**config.mk**
```make
export PLATFORM = sky130hd
export DESIGN_NAME = gf256_adder
export DESIGN_NICKNAME = d
export VERILOG_FILES = /design/src/rtl/aes_pkg.sv /design/src/rtl/gf256_add_lane.sv /design/src/rtl/gf256_adder.sv
export SDC_FILE = /design/constraint.sdc
export NUM_CORES = 1
export LEC_CHECK = 0
export CORE_MARGIN = 2
export CORE_UTILIZATION = 38
export CTS_BUF_LIST = sky130_fd_sc_hd__clkbuf_2
export DETAILED_ROUTE_END_ITERATION = 7
export GPL_TIMING_DRIVEN = 1
export PLACE_DENSITY = 0.79
export SKIP_LAST_GASP = 1
export SLEW_MARGIN = 20
export SYNTH_ARGS = -nofsm -noshare
export SYNTH_HDL_FRONTEND = slang
export SYNTH_HIERARCHICAL = 1
export SYNTH_SLANG_ARGS = --single-unit
```
**constraint.sdc**
```tcl
create_clock -name clk -period 0.95 [get_ports clk]
set_input_delay 0.095 -clock clk [delete_from_list [all_inputs] [get_ports clk]]
set_output_delay 0.095 -clock clk [all_outputs]
set_load 0.05 [all_outputs]
```
**src/rtl/aes_pkg.sv**
```systemverilog
// rtl/aes_pkg.sv - shared AES datapath constants
package aes_pkg;
    localparam int GF_BYTE_W       = 8;
    localparam int AES_STATE_LANES = 16;
endpackage

```
**src/rtl/gf256_add_lane.sv**
```systemverilog
// rtl/gf256_add_lane.sv - combinational GF(2^8) byte add with optional accumulator term
module gf256_add_lane
    import aes_pkg::*;
(
    input  logic [GF_BYTE_W-1:0] a,
    input  logic [GF_BYTE_W-1:0] b,
    input  logic [GF_BYTE_W-1:0] acc,
    input  logic                 acc_en,
    output logic [GF_BYTE_W-1:0] sum
);
    always_comb begin
        sum = a ^ b ^ (acc_en ? acc : '0);
    end
endmodule

```
**src/rtl/gf256_adder.sv**
```systemverilog
// rtl/gf256_adder.sv - registered multi-lane GF(2^8) adder; GF_ADDER_PARITY_EN adds per-lane parity output
module gf256_adder
    import aes_pkg::*;
#(
    parameter int LANES = 1
) (
    input  logic                       clk,
    input  logic                       rst,
    input  logic                       in_valid,
    input  logic                       acc_en,
    input  logic [GF_BYTE_W*LANES-1:0] in1,
    input  logic [GF_BYTE_W*LANES-1:0] in2,
    output logic [GF_BYTE_W*LANES-1:0] out,
`ifdef GF_ADDER_PARITY_EN
    output logic [LANES-1:0]           out_par,
`endif
    output logic                       out_valid
);
    logic [GF_BYTE_W*LANES-1:0] sum;

    // The accumulator term is the registered out, so multi-term sums chain cycle by cycle.
    for (genvar k = 0; k < LANES; k++) begin : g_lane
        gf256_add_lane u_lane (
            .a      (in1[k*GF_BYTE_W +: GF_BYTE_W]),
            .b      (in2[k*GF_BYTE_W +: GF_BYTE_W]),
            .acc    (out[k*GF_BYTE_W +: GF_BYTE_W]),
            .acc_en (acc_en),
            .sum    (sum[k*GF_BYTE_W +: GF_BYTE_W])
        );
    end

`ifdef GF_ADDER_PARITY_EN
    logic [LANES-1:0] par_next;

    always_comb begin
        par_next = '0;
        for (int k = 0; k < LANES; k++) begin
            par_next[k] = ^sum[k*GF_BYTE_W +: GF_BYTE_W];
        end
    end

    always_ff @(posedge clk) begin
        if (rst) begin
            out_par <= '0;
        end else if (in_valid) begin
            out_par <= par_next;
        end
    end
`endif

    always_ff @(posedge clk) begin
        if (rst) begin
            out       <= '0;
            out_valid <= 1'b0;
        end else if (in_valid) begin
            out       <= sum;
            out_valid <= 1'b1;
        end else begin
            out_valid <= 1'b0;
        end
    end
endmodule

```
# [Word level (Yosys, flattened, before mapping)]
# Cells that the tools add are included.
[word_totals] input_bits=20 output_inout_bits=9 register_bits=9 wordCells=6
[op_classes] n_mux=2 bitwise_logic=2
[ops] op="8-bit bitwise XOR" count=2
[ops] op="8-bit two-way mux" count=1
[ops] op="1-bit two-way mux" count=1

# [Longest topological paths before layout]
# Gate-level depths: netlist of the first run.
[logic_depth] depth_word=2 mapped_depth=5 depth_no_buf=4

# [Modules after synthesis]
# The synthesis of the first run kept the hierarchy.
[modules_own_cells] mod="gf256_adder" seq_area_each_um2=180.2 area_each_um2=312.8 cells_each=28 instances=1
[modules_own_cells] mod="gf256_add_lane" seq_area_each_um2=0.0 area_each_um2=191.4 cells_each=25 instances=1

# [Worst setup path before layout of the first run]
# Ideal clock, no wire load.
[synth_path] kind="register -> register" start="register out[5]" end="register out[5]" path_slack_ns=-0.217 setup_time_ns=0.117 arrival_time_ns=1.050 t_required_ns=0.833 synth_period_minus_slack_ns=1.167 stages_incl_launch_ff=5 cell_sequence="dfxtp_1 nand2_1 xnor2_1 mux2i_1 nor2_1"
[synth_via] elab_chain_len=2
[synth_rtl] item="start: declaration" line="gf256_adder.sv:13" source="output logic [GF_BYTE_W*LANES-1:0] out,"
[synth_rtl] item="start signal: assignment" line="gf256_adder.sv:56" source="out <= sum;"
[synth_rtl] item="8-bit two-way mux" line="gf256_add_lane.sv:12" source="sum = a ^ b ^ (acc_en ? acc : '0);"
[synth_rtl] item="8-bit bitwise XOR" line="gf256_add_lane.sv:12"
[synth_rtl] item="net sum[5]" line="gf256_adder.sv:19" source="logic [GF_BYTE_W*LANES-1:0] sum;"
# The timed path passes the listed nets, and every way through them passes these cells.
# A chain may end at the register's enable or synchronous reset.

# [Worst setup path in the final report of the first run]
[layout_path] start="input in1[3]" end="register out[3]"
[layout_via] elab_chain_len=2
[layout_rtl] item="start: declaration" line="gf256_adder.sv:11" source="input logic [GF_BYTE_W*LANES-1:0] in1,"
[layout_rtl] item="8-bit bitwise XOR (2 in series)" line="gf256_add_lane.sv:12"
[layout_rtl] item="net sum[3]" line="gf256_adder.sv:19"
# The timed path passes the listed nets, and every way through them passes these cells.

==> impl_metrics.py, run 1 <==
metrics = {
    "run_status": {
        "status": "complete, no violations",
    },
    "sta": {
        "slew_viol_final": 0,
        "tightest_slew_ns": 0.331,
        "finClkSkew_ns": 0,
        "period_needed_ns": 0.918,
        "finalCritPeriodShare_pct": 96.6,
        "clock.fmax_mhz": 1090,
        "fin_ws_ns": 0.0322,
        "finalHoldViolCount": 0,
        "max-slew-margin-rel_pct": 77.9,
        "finalSetupViolCount": 0,
        "rsz0062_at_grt": "yes",
    },
    "clock_tree": {
        "root_buffer": "clkbuf_2",
        "hold_buffers": 0,
        "path_clk_slew_ns": 0.10,
        "cts_setup_buffers": 0,
        "cts.sinks": 9,
        "cts_buffers": 3,
        "max-clock-path-buffers": 2,
        "cts_tree": "yes",
        "insertion_delay_ns": 0.24,
        "cts_htree_levels": 1,
    },
    "pwr": {
        "p_clk_share_pct": 20.8,
        "p_int_uw": 814,
        "swShare_pct": 33.9,
        "powerDensity_nw_per_um2": 1280,
        "leakage_uw": 0.000432,
        "p_switching_uw": 417,
        "power_frac_comb_pct": 41.9,
        "peakVddDrop_mv": 0.843,
        "p_seq_share_pct": 37.3,
    },
    "yosys": {
        "syn-num-nets": 73,
        "synth_area_leaders": "dfxtp_1 (36%), mux2i_1 (16%), xnor2_1 (14%)",
        "yosys_warnings": 6,
        "synth_top_area_share_pct": 35.7,
        "synth_cells": 53,
        "syn_area_um2": 504,
        "ys_seq_elements": 9,
        "synth_area_leader_cell": "dfxtp_1",
        "syn_avg_cell_area_um2": 9.51,
        "ys_seq_area_share_pct": 35.7,
        "synth_cell_types": 10,
    },
    "global_route": {
        "grt_max_degree": 10,
        "grt_pass1_vias": 442,
        "overflow": 0,
        "track_usage_pct": 15.1,
        "grt_antenna_before_repair": 0,
        "grt.busiest_layer": "met2",
        "met3_usage_pct": 5.00,
        "grt_use_met1_pct": 17.8,
        "grt_pass1_wl_mm": 1.62,
        "grt_util_met2_pct": 25.4,
    },
    "floorplanning": {
        "die_w_um": 40.4,
        "start_util_pct": 39.7,
        "core.rowCount": 13,
        "dieArea_um2": 1630,
        "die_h_um": 40.4,
        "core_um2": 1270,
        "ios": 29,
    },
    "min_path": {
        "whs_endpoint": "out[1]",
        "worst_hold_path_type": "input port to register",
        "hold_depth": 5,
        "hold_start": "in2[1]",
    },
    "worst_setup_path": {
        "critPathKind": "input port to register",
        "crit_required_ns": 1.08,
        "arrival_ns": 1.05,
        "worstPathMaxFanout": 1,
        "endpoint_kind": "register",
        "reg2regPathDepth": 4,
        "rr_endpoint": "out[3]",
        "r2r-start": "out[3]",
        "startpoint_type": "input port",
        "r2r_slack_ns": 0.04,
    },
    "detailed_routing": {
        "ant_nets": 0,
        "first_iter_violations": 0,
        "vias": 431,
        "firstDrtPassIters": 1,
        "post-route-drc-count": 0,
        "wirelength_mm": 1.02,
        "wl_per_cell_um": 10.2,
        "routed_via_density": 4.31,
    },
    "placement": {
        "dp_worst_setup_slack_ns": -0.298,
        "post-dp-hpwl_um": 818,
        "numPortBuffers": 28,
        "gp_congestion": 0.656,
    },
    "finish": {
        "syn_to_final_growth_pct": 90.3,
        "diodes": 0,
        "post-route-util_pct": 75.6,
        "mostFrequentLayoutCell": "clkdlybuf4s50_1",
        "finalNetCount": 106,
        "drive_above_1_share_pct": 32.9,
        "mostFrequentLayoutCells": "clkdlybuf4s50_1 (14), buf_12 (10)",
    },
    "flow_run": {
        "drv_cap": 0,
    },
}
-- cell usage after synthesis --
master / instances
xor2_1: 8
nor2_1: 8
dfxtp_1: 9
nor2b_1: 1
clkbuf_2: 1
nand2_2: 4
nand2_1: 4
mux2i_1: 8
buf_6: 2
xnor2_1: 8
-- state kept, by name, indices dropped and copies added, names as in the netlist --
register	cells
out	8
out_valid	1
-- metrics by stage --
stage	setup TNS (ns)	instances	power, uW	cell area, um^2	hold slack, ns
2_1_floorplan	0	53	722	534	0.346
3_3_place_gp	-2.02	96	982	931	0.509
3_5_place_dp	-2.19	96	992	931	0.519
4_1_cts	0	100	1240	950	0.542
5_1_grt	-0.0343	100	1290	960	0.388
6_report	0	100	1230	960	0.317
-- cells by family after synthesis --
logic type    Yosys count  share of synthesized area [%]
buf+inv                 3                           5.46
xor+xnor               16                           27.8
flops                   9                           35.7
simple gates           17                           15.1
mux                     8                           15.9
-- per-layer routing --
metal  up-vias  part of all wire, %
li1        229                    -
met1       184                   45
met2        18                   46
met3         0                  8.1
met4         0                    0
met5         -                    0
-- what timing repair did --
item                                    in CTS  in global routing
pin swaps                                    0                  9
resized for setup                            1                  4
hold endpoints to repair                     0                  0
endpoints found under the setup margin       4                  4
gates cloned                                 0                  0
-- power by group through the flow --
stage          sequential (uW)  combinational (uW)  clock (uW)
6_report                   460                 516         256
3_3_place_gp               468                 514           0
4_1_cts                    461                 524         256
5_1_grt                    466                 548         273
2_1_floorplan              569                 153           0
3_5_place_dp               469                 523           0
-- area by class of cell --
| class | count | area, um^2 |
|---|---|---|
| clock buffer | 4 | 20.0 |
| fill | 95 | 309 |
| multi-input combinational | 41 | 297 |
| sequential | 9 | 210 |
| tap | 15 | 18.8 |
| timing repair buffer | 31 | 414 |
-- critical path, cell delays in order --
cell and delay [ns]:
clkdlybuf4s50_1 0.47, xor2_1 0.16, xnor2_1 0.09, mux2i_1 0.17, nor2_1 0.07
-- worst max-delay path by stage --
stage,from,endpoint,slack (ns),cells past startpoint
floorplan,out[5],out[5],0.05,4
finish,in1[3],out[3],0.03,5
CTS,in1[3],out[3],0.01,5
global route,out[3],out[3],-0.03,4
global placement,acc_en,out[0],-0.26,6
detailed placement,acc_en,out[3],-0.30,6
Power figures use the tool's default switching activity.
==> run 2: changes to the inputs <==
- MAX_ROUTING_LAYER: default -> met4
==> results of run 2 <==
Final layout, timing and power as in run 1 (identical DEF).
Main changes from that run: final weighted congestion in routability-driven placement 0.656 -> 0.662; overall routing resource usage 15.1% -> 15.5%
==> run 3: changes to the inputs <==
- ABC_AREA: default -> 1
- CORE_UTILIZATION: 38 -> 44
- clock period: 0.95 -> 0.87 ns (I/O delays scaled with it)
==> impl_metrics.py, run 3 <==
metrics = {
    "run_status": {
        "status": "finished, violations left",
        "violations": "setup timing",
    },
    "worst_setup_path": {
        "rr_endpoint": "out[5]",
        "worstPathMaxFanout": 3,
        "r2r-start": "out[5]",
        "endpoint_kind": "register",
        "r2r_slack_ns": -0.03,
        "critPathKind": "register to register",
        "reg2regPathDepth": 8,
        "crit_end": "out[5]",
        "startpoint_type": "register",
        "worstSetupStartpoint": "out[5]",
        "arrival_ns": 1.10,
        "crit_required_ns": 1.06,
    },
    "pwr": {
        "p_switching_uw": 514,
        "power_frac_comb_pct": 43.5,
        "p_clk_share_pct": 20.5,
        "p_int_uw": 859,
        "swShare_pct": 37.4,
        "powerDensity_nw_per_um2": 1120,
        "p_seq_share_pct": 36.1,
        "leakage_uw": 0.000734,
        "peakVddDrop_mv": 0.695,
    },
    "sta": {
        "period_needed_ns": 0.904,
        "finClkSkew_ns": 0,
        "whs_ns": 0.332,
        "finalSetupViolCount": 6,
        "slew_viol_final": 0,
        "tns_ns": -0.0682,
        "rsz0062_at_grt": "yes",
        "clock.fmax_mhz": 1110,
        "finalCritPeriodShare_pct": 104,
        "max-slew-margin-rel_pct": 83.0,
        "finalHoldViolCount": 0,
        "fin_ws_ns": -0.0343,
        "tightest_slew_ns": 0.255,
    },
    "clock_tree": {
        "max-clock-path-buffers": 2,
        "path_clk_slew_ns": 0.10,
        "insertion_delay_ns": 0.26,
        "root_buffer": "clkbuf_2",
        "cts.sinks": 9,
        "cts_tree": "yes",
        "cts_htree_levels": 1,
        "hold_buffers": 0,
        "cts_buffers": 3,
        "cts_setup_buffers": 0,
    },
    "yosys": {
        "yosys_warnings": 6,
        "synth_area_leaders": "nand2_1 (28%), dfxtp_1 (24%), inv_1 (17%)",
        "syn-num-nets": 163,
        "synth_cell_types": 9,
        "netlist_top_cells_count": "nand2_1 (55), inv_1 (33), nand3_1 (16), nor2_1 (16)",
        "syn_area_um2": 751,
        "synth-edff-count": 0,
        "ys_seq_elements": 9,
        "yosysMostFrequentCell": "nand2_1",
        "synth_top_area_share_pct": 27.5,
        "syn_avg_cell_area_um2": 5.25,
        "ys_seq_area_share_pct": 24.0,
        "synthArstFlopShare_pct": 0,
        "synth_cells": 143,
        "synth_area_leader_cell": "nand2_1",
        "synth_flop_cell": "dfxtp_1",
    },
    "finish": {
        "largest_reg_flops": 8,
        "largest-register": "out",
        "drive_above_1_share_pct": 24.4,
        "post-route-util_pct": 78.7,
        "mostFrequentLayoutCell": "nand2_1",
        "mostFrequentLayoutCells": "nand2_1 (55), inv_1 (30), nor2_1 (16), clkdlybuf4s50_1 (16), nand3_1 (13)",
        "diodes": 0,
        "finalNetCount": 197,
        "syn_to_final_growth_pct": 63.3,
        "biggestRegsByFlops": "out: 8 flops, out_valid: 1 flops",
    },
    "detailed_routing": {
        "post-route-drc-count": 0,
        "vias": 886,
        "wirelength_mm": 1.77,
        "first_iter_violations": 25,
        "ant_nets": 0,
        "firstDrtPassIters": 4,
        "routed_via_density": 4.61,
        "wl_per_cell_um": 9.22,
    },
    "floorplanning": {
        "die_h_um": 45.3,
        "dieArea_um2": 2050,
        "die_w_um": 45.3,
        "core_um2": 1560,
        "core.rowCount": 14,
        "start_util_pct": 48.2,
        "ios": 29,
    },
    "global_route": {
        "grt_antenna_before_repair": 0,
        "grt_pass1_wl_mm": 2.96,
        "overflow": 0,
        "grt_max_degree": 10,
        "track_usage_pct": 20.8,
        "grt_pass1_vias": 802,
    },
    "min_path": {
        "hold_depth": 8,
        "worst_hold_path_type": "input port to register",
    },
    "flow_run": {
        "drv_cap": 0,
    },
    "placement": {
        "numPortBuffers": 28,
        "gp_congestion": 0.625,
        "post-dp-hpwl_mm": 1.40,
    },
}
[run 3: cell count changes after synthesis, moves of 5 or more]
cell / change
xnor2_1: -8
nand3_1: +16
nor2_1: +8
nand2_2: +5
inv_1: +33
xor2_1: -8
nand2_1: +51
mux2i_1: -8
[run 3: cell type report]
type / count / area (um^2)
Clock buffer: 4 / 20.0
Tap cell: 16 / 20.0
Sequential cell: 9 / 211
Multi-Input combinational cell: 97 / 439
Timing Repair Buffer: 32 / 408
Inverter: 34 / 128
Fill cell: 123 / 333
[run 3: metrics by stage]
stage	worst slack (ns)	cells	total power (uW)	instance area (um^2)
floorplan	-0.0306	143	800	781
global placement	-0.333	188	1060	1170
detailed placement	-0.355	188	1090	1170
CTS	-0.0120	192	1370	1190
global route	-0.118	192	1470	1230
finish	-0.0343	192	1370	1230
[run 3: worst min-delay path by stage]
stage / startpoint / end / slack (ns)
after detailed placement: out[3] / out[3] / 0.51
after global placement: out[0] / out[0] / 0.50
after global routing: in1[7] / out[7] / 0.38
after CTS: rst / out_valid / 0.40
final: in1[7] / out[7] / 0.33
after floorplan: rst / out_valid / 0.16
[run 3: timing repair]
| item | in CTS | in global routing |
|---|---|---|
| pin swaps | 0 | 7 |
| setup endpoints to repair | 15 | 17 |
| gates resized for setup | 5 | 10 |
[run 3: kinds of logic after synthesis]
family        Yosys count  share of synthesized area [%]
simple gates           97                           54.5
buf+inv                37                           21.5
flops                   9                           24.0
[run 3: worst max-delay path, cell delays in order, from the launching register on]
cell and delay, ns:
dfxtp_4 0.39, nand2_4 0.05, inv_2 0.05, nand3_2 0.05
nand2_1 0.06, inv_1 0.03, nand2_1 0.05, nand2_1 0.05
nor2_1 0.11
[run 3: power by group through the flow]
stage	sequential, uW	clock (uW)	combinational, uW
final	495	281	597
after global routing	499	315	651
after CTS	491	292	588
after detailed placement	500	0	586
after global placement	498	0	567
after floorplan	593	0	207
[run 3: metal layers]
metal | vias up | GRT usage (%) | part of all wire (%)
met1 | 379 | 21.8 | 42
met3 | 5 | 7.20 | 6.1
met4 | 0 | 7.06 | 1.5
met2 | 22 | 36.0 | 50
li1 | 480 | - | -
met5 | - | - | 0
